`src/rtl/instruction_fetch_unit.sv`:
```
// Purpose : single-outstanding instruction fetcher; reads words from instruction memory at pc,
//           issues them to an instruction register, handles branch redirects and squashes.
// Latency : ir_w pulses 1 cycle after the accepting mem_ack when stall=0; back-pressure via stall holds ISSUE.
//
// Ports:
//   clk, rst_n               clock and asynchronous active-low reset
//   run, stall               fetch enable; downstream back-pressure (level)
//   branch_valid/_target     one-cycle redirect request and its 10-bit target
//   mem_req/mem_addr         memory read request and address (held stable while a request is open)
//   mem_ack/mem_rdata        one-cycle read completion and 20-bit instruction word
//   ir_d/ir_w                instruction register data and write enable
//   pc, busy, issue_count    current fetch address, non-idle flag, saturating issue counter

module instruction_fetch_unit (
    input  logic        clk,
    input  logic        rst_n,
    input  logic        run,
    input  logic        stall,
    input  logic        branch_valid,
    input  logic [9:0]  branch_target,
    output logic        mem_req,
    output logic [9:0]  mem_addr,
    input  logic        mem_ack,
    input  logic [19:0] mem_rdata,
    output logic [19:0] ir_d,
    output logic        ir_w,
    output logic [9:0]  pc,
    output logic        busy,
    output logic [15:0] issue_count
);

    typedef enum logic [1:0] {
        S_IDLE  = 2'd0,
        S_FETCH = 2'd1,
        S_GAP   = 2'd2,
        S_ISSUE = 2'd3
    } state_t;

    state_t      state_q, state_d;
    logic [9:0]  pc_q, pc_d;
    logic [9:0]  mem_addr_q, mem_addr_d;
    logic        mem_req_q, mem_req_d;
    logic [19:0] ir_word_q, ir_word_d;
    logic        ir_w_q, ir_w_d;
    logic [15:0] issue_count_q, issue_count_d;
    logic        squash_q, squash_d;
    logic        busy_q, busy_d;

    always_comb begin
        state_d       = state_q;
        pc_d          = pc_q;
        ir_word_d     = ir_word_q;
        ir_w_d        = 1'b0;
        issue_count_d = issue_count_q;
        squash_d      = squash_q;

        case (state_q)
            S_IDLE: begin
                // A redirect while idle only moves pc; fetching starts on a later cycle.
                if (branch_valid) begin
                    pc_d = branch_target;
                end else if (run) begin
                    state_d = S_FETCH;
                end
            end

            S_FETCH: begin
                if (mem_ack) begin
                    if (squash_q || branch_valid) begin
                        // The returning word belongs to the old path: drop it. pc already
                        // holds the target unless the redirect arrives together with the ack.
                        if (branch_valid) begin
                            pc_d = branch_target;
                        end
                        squash_d = 1'b0;
                        state_d  = S_GAP;
                    end else begin
                        ir_word_d = mem_rdata;
                        pc_d      = pc_q + 10'd1;   // natural 10-bit wrap 1023 -> 0
                        state_d   = S_ISSUE;
                    end
                end else if (branch_valid) begin
                    // Request is still open; memory keeps seeing the old address until it acks.
                    pc_d     = branch_target;
                    squash_d = 1'b1;
                end
            end

            S_GAP: begin
                if (branch_valid) begin
                    pc_d = branch_target;
                end
                state_d = run ? S_FETCH : S_IDLE;
            end

            S_ISSUE: begin
                if (branch_valid) begin
                    pc_d    = branch_target;
                    state_d = S_GAP;
                end else if (!stall) begin
                    ir_w_d = 1'b1;
                    if (issue_count_q != 16'hFFFF) begin
                        issue_count_d = issue_count_q + 16'd1;
                    end
                    state_d = run ? S_FETCH : S_IDLE;
                end
            end

            default: begin
                state_d = S_IDLE;
            end
        endcase

        // Every path out of FETCH passes through ISSUE or GAP, so mem_req always drops for
        // at least one cycle after an ack.
        mem_req_d  = (state_d == S_FETCH);
        // Address is frozen for the whole life of a request; otherwise it tracks pc.
        mem_addr_d = (state_q == S_FETCH) ? mem_addr_q : pc_d;
        busy_d     = (state_d != S_IDLE);
    end

    always_ff @(posedge clk or negedge rst_n) begin
        if (!rst_n) begin
            state_q       <= S_IDLE;
            pc_q          <= 10'd0;
            mem_addr_q    <= 10'd0;
            mem_req_q     <= 1'b0;
            ir_word_q     <= 20'd0;
            ir_w_q        <= 1'b0;
            issue_count_q <= 16'd0;
            squash_q      <= 1'b0;
            busy_q        <= 1'b0;
        end else begin
            state_q       <= state_d;
            pc_q          <= pc_d;
            mem_addr_q    <= mem_addr_d;
            mem_req_q     <= mem_req_d;
            ir_word_q     <= ir_word_d;
            ir_w_q        <= ir_w_d;
            issue_count_q <= issue_count_d;
            squash_q      <= squash_d;
            busy_q        <= busy_d;
        end
    end

    assign mem_req     = mem_req_q;
    assign mem_addr    = mem_addr_q;
    assign ir_d        = ir_word_q;
    assign ir_w        = ir_w_q;
    assign pc          = pc_q;
    assign busy        = busy_q;
    assign issue_count = issue_count_q;

endmodule

```
`config.mk`:
```
export PLATFORM = sky130hd
export DESIGN_NAME = instruction_fetch_unit
export DESIGN_NICKNAME = d
export VERILOG_FILES = /design/src/rtl/instruction_fetch_unit.sv
export SDC_FILE = /design/constraint.sdc
export NUM_CORES = 1
export LEC_CHECK = 0
export CAP_MARGIN = 20
export CORE_ASPECT_RATIO = 0.5
export CORE_MARGIN = 1.5
export CORE_UTILIZATION = 37
export CTS_BUF_LIST = sky130_fd_sc_hd__clkbuf_2
export DETAILED_ROUTE_END_ITERATION = 6
export MAX_ROUTING_LAYER = met4
export PLACE_DENSITY = 0.74
export SLEW_MARGIN = 20
export SYNTH_ARGS = -nofsm -noshare
export SYNTH_HDL_FRONTEND = slang
export SYNTH_SLANG_ARGS = --single-unit
```
`constraint.sdc`:
```
create_clock -name clk -period 1.6 [get_ports clk]
set_input_delay 0.24 -clock clk [delete_from_list [all_inputs] [get_ports clk]]
set_output_delay 0.24 -clock clk [all_outputs]
set_load 0.01 [all_outputs]
```
Word-level counts from Yosys, hierarchy flattened
Index checks and enable logic that the tools add are counted.

Register bits: 62. Bits of input ports: 36. Output and inout port bits: 59. Logic and storage cells: 46.

Add/subtract/negate cells: 2. Equal/unequal tests: 6. Muxes and demuxes: 18. Bitwise operators: 3. Reduce and logical (&&, ||, !) cells: 8.

Operator list (count): 10-bit two-way mux (3); 10-bit case mux with 2 select lines (1); 16-bit by 1-bit adder with 16-bit output, second input constant (1); 16-bit != test, second input constant (1); 10-bit by 1-bit adder with 10-bit output, second input constant (1); 2-bit two-way mux (5); 1-bit two-way mux (8); 2-bit case mux with 4 select lines (1); 3-bit AND reduction (2); 2-bit by 1-bit == test with 1-bit output, second input constant (2); 2-bit == test, second input constant (2); 4-bit AND reduction (1); 2-bit nonzero test (2); 1-bit NOT (3); 3-bit OR reduction (1); 2-bit logical NOT (1); 2-bit by 1-bit != test with 1-bit output, second input constant (1); 1-bit logical OR (1).

Longest topological paths before layout
Word-level depth: 5. Depth in mapped cells: 6. Gate-level depth less buffers: 5.

Worst setup path after synthesis
OpenSTA, ideal clock, no wires.

Path kind: flip-flop to flip-flop. From: register issue_count_q[9], in the netlist issue_count[9]. To: register issue_count_q[1], in the netlist issue_count[1]. Library setup time: 0.125 ns. Arrival time: 1.517 ns. Required time: 1.475 ns. Path slack: -0.042 ns. Stages on the path, launching flop included: 5. Path buffers: 0. Clock period less this slack: 1.642 ns. Path through: dfrtp_1 and4_4 nand4_4 o31a_1 mux2_4.

Longest elaborated chain between the ends: 2.

RTL lines: from (decl) (RTL line 45) `logic [15:0] issue_count_q, issue_count_d;`; from (signal assigned) (RTL line 140) `issue_count_q <= issue_count_d;`; 16-bit != test (RTL line 102) `if (issue_count_q != 16'hFFFF) begin`; 4-bit AND reduction (no source line).

Every way passes these cells. A chain may end at the register's enable or synchronous reset.

Final worst setup path
From: register issue_count_q[12], in the netlist issue_count[12]. To: register issue_count_q[1], in the netlist issue_count[1].

Same word-level chain as after synthesis.

==> flow_metrics.env <==
export IMPL_syn_avg_cell_area_um2=10.04
export IMPL_critPathBufInv=1
export IMPL_htree_levels=3
export IMPL_max_slew_margin_rel_pct=77.36
export IMPL_dieWidth_um=126.3
export IMPL_grt_use_total_pct=20.81
export IMPL_critPathSlowestCell="dfrtp_1"
export IMPL_power_density_nw_per_um2=1286
export IMPL_critPathRequiredTime_ns=2.01
export IMPL_fin_area_um2=4389
export IMPL_grt_busiest_layer="met2"
export IMPL_postSynth_asyncResetShare_pct=100.0
export IMPL_path_delay_family="flip-flops"
export IMPL_r2r_cells=5
export IMPL_grt_max_degree=49
export IMPL_drc=0
export IMPL_cts_tree="built"
export IMPL_finalCritPeriodShare_pct=99.00
export IMPL_worst_path_stages=5
export IMPL_cp_cell_sequence="buf_4, and4_4, nand4_4, o31a_1, mux2_4"
export IMPL_syn_inst=280
export IMPL_slowest_delay_ns=0.39
export IMPL_hold_ws_ns=0.1694
export IMPL_dpl_cell_area_um2=4080
export IMPL_antenna_found_initial=0
export IMPL_synth_nets=318
export IMPL_clk_pin_slew_worst_paths_ns=0.15
export IMPL_end_kind="flop"
export IMPL_firstDrtPassIters=5
export IMPL_dieHeight_um=64.63
export IMPL_finalNetCount=472
export IMPL_area_growth_pct=56.19
export IMPL_routed_wl_um=7915
export IMPL_final_max_slew_violation_count=0
export IMPL_synthTopCellsByArea="dfrtp_1 (55%), nand2_1 (9.3%), mux2i_1 (3.6%)"
export IMPL_yosysTopAreaCell="dfrtp_1"
export IMPL_finClkSkew_ns=0.02466
export IMPL_coreArea_um2=7350
export IMPL_cts_buffers=9
export IMPL_grt_pass1_wl_um=12750
export IMPL_synth_distinct_cells=41
export IMPL_overflow=0
export IMPL_cp_max_fo=4
export IMPL_setup_viol=0
export IMPL_min_delay_path_class="in2async"
export IMPL_postRouteAntennaNets=0
export IMPL_via_per_inst=5.075
export IMPL_status="complete, no violations"
export IMPL_clkSinkCount=62
export IMPL_reg2reg_to="issue_count[1]"
export IMPL_synth_common_cells="nand2_1 (70), dfrtp_1 (62), o21ai_0 (12), nor2_1 (11), mux2i_1 (10)"
export IMPL_drt_iter0_drc=170
export IMPL_pin_count=95
export IMPL_insertion_delay_ns=0.51
export IMPL_synth_most_common_cell="nand2_1"
export IMPL_met1_usage_pct=23.27
export IMPL_gp_congestion=0.8531
export IMPL_drive_gt1_share_pct=23.97
export IMPL_initial_core_util_pct=38.24
export IMPL_rsz0062_at_grt="yes"
export IMPL_grt_use_met2_pct=35.23
export IMPL_reg2reg_slack_ns=0.02
export IMPL_port_buffers=94
export IMPL_finalPower_mw=5.643
export IMPL_dieArea_um2=8159
export IMPL_yosysWarnings=0
export IMPL_r2r_start="issue_count[12]"
export IMPL_drv_cap=0
export IMPL_crit_type="reg2reg"
export IMPL_start_kind="flop"
export IMPL_dp_hpwl_um=5469
export IMPL_cts_max_path_buffers=2
export IMPL_yosysSeqAreaShare_pct=55.21
export IMPL_clockRootBuffer="clkbuf_2"
export IMPL_first_global_vias=2804
export IMPL_yosysTopAreaCellShare_pct=55.21
export IMPL_wire_per_inst_um=14.82
export IMPL_antenna_cells=0
export IMPL_netlist_area_um2=2810
export IMPL_ys_ff_latch=62
export IMPL_min_period_ns=1.584
export IMPL_num_vias=2710
export IMPL_cellLeakagePower_nw=2.143
export IMPL_tightest_slew_ns=0.3371
export IMPL_rows=22
export IMPL_max_freq_mhz=631.3
export IMPL_synthFlopType="dfrtp_1"
export IMPL_worstPathArrival_ns=1.99
export IMPL_synth_edff_count=0
export IMPL_irDropWorstVdd_mv=0.7124
export IMPL_met3_usage_pct=5.945
export IMPL_hold_viol=0
area by class of cell:
class	instances	area (µm²)
Fill cell	657	2960
Sequential cell	62	1559
Timing Repair Buffer	154	1328
Multi-Input combinational cell	198	1276
Tap cell	96	120.1
Clock buffer	12	60.06
Inverter	9	33.78
Clock inverter	3	12.51
per-layer routing:
| layer | wire [µm] | up-vias | part of all wire (%) |
|---|---|---|---|
| li1 | - | 1300 | - |
| met1 | 3385 | 1323 | 43 |
| met2 | 4012 | 69 | 51 |
| met3 | 336 | 18 | 4.2 |
| met4 | 180 | 0 | 2.3 |
| met5 | 0 | - | 0 |
state kept, by name (all words and copies together), names as in the netlist:
register,count
state_q,2
ir_d,20
issue_count,16
mem_req,1
pc,10
mem_addr,10
busy,1
squash_q,1
ir_w,1
stage by stage:
stage | util, % | worst slack [ns] | instances | TNS [ns]
after global placement | 55.52 | -0.3020 | 490 | -8.925
after CTS | 58.67 | 0.002143 | 530 | 0
after global routing | 59.72 | -0.04790 | 534 | -0.1741
final | 59.72 | 0.01602 | 534 | 0
after detailed placement | 55.52 | -0.3251 | 490 | -10.19
after floorplan | - | -0.01799 | 280 | -0.02763
worst reg2reg max path, delay by kind of cell (launching register included):
family	cells	cell delay [ns]
flops	1	0.39
compound gates	1	0.34
simple gates	2	0.34
mux	1	0.30
buf+inv	1	0.12
where the power goes:
group	total (mW)	internal [mW]	switching (mW)
Sequential	2.36	2.07	0.290
Combinational	2.54	1.26	1.28
Clock	0.740	0.204	0.536
cell usage in the layout (no fill, tap or decap), types with 10 or more instances in the layout:
cell type,n
nand2_1,70
nor2_1,11
mux2i_1,10
buf_4,57
o21ai_0,12
dlygate4sd2_1,50
clkbuf_2,17
clkdlybuf4s50_1,34
dfrtp_1,56
what timing repair did:
action / in CTS / in global routing
pin swaps: 3 / 3
gates resized for setup: 75 / 21
setup buffers: 24 / 4
endpoints found under the setup margin: 61 / 45
hold buffers: 1 / 0
hold endpoints to repair: 62 / 0
kinds of logic (layout without fill, tap and decap cells):
| kind of cell | Yosys count | after routing | synth area share [%] |
|---|---|---|---|
| adder cells (fa/ha/maj) | 2 | 2 | 0.8903 |
| AND/OR/NAND/NOR | 129 | 129 | 22.97 |
| multiplexers | 11 | 11 | 4.096 |
| buffers and inverters | 20 | 178 | 2.850 |
| XOR/XNOR | 6 | 6 | 1.870 |
| flip-flops | 62 | 62 | 55.21 |
| AO/OA/AOI/OAI | 50 | 50 | 12.11 |
how the worst max path moves through the flow:
stage | from | to
3_3_place_gp | branch_valid | issue_count[1]
5_1_grt | issue_count[2] | issue_count[7]
3_5_place_dp | stall | issue_count[1]
2_1_floorplan | issue_count[0] | issue_count[14]
4_1_cts | issue_count[0] | issue_count[0]
6_report | issue_count[12] | issue_count[1]
(Power assumes the default switching activity.)
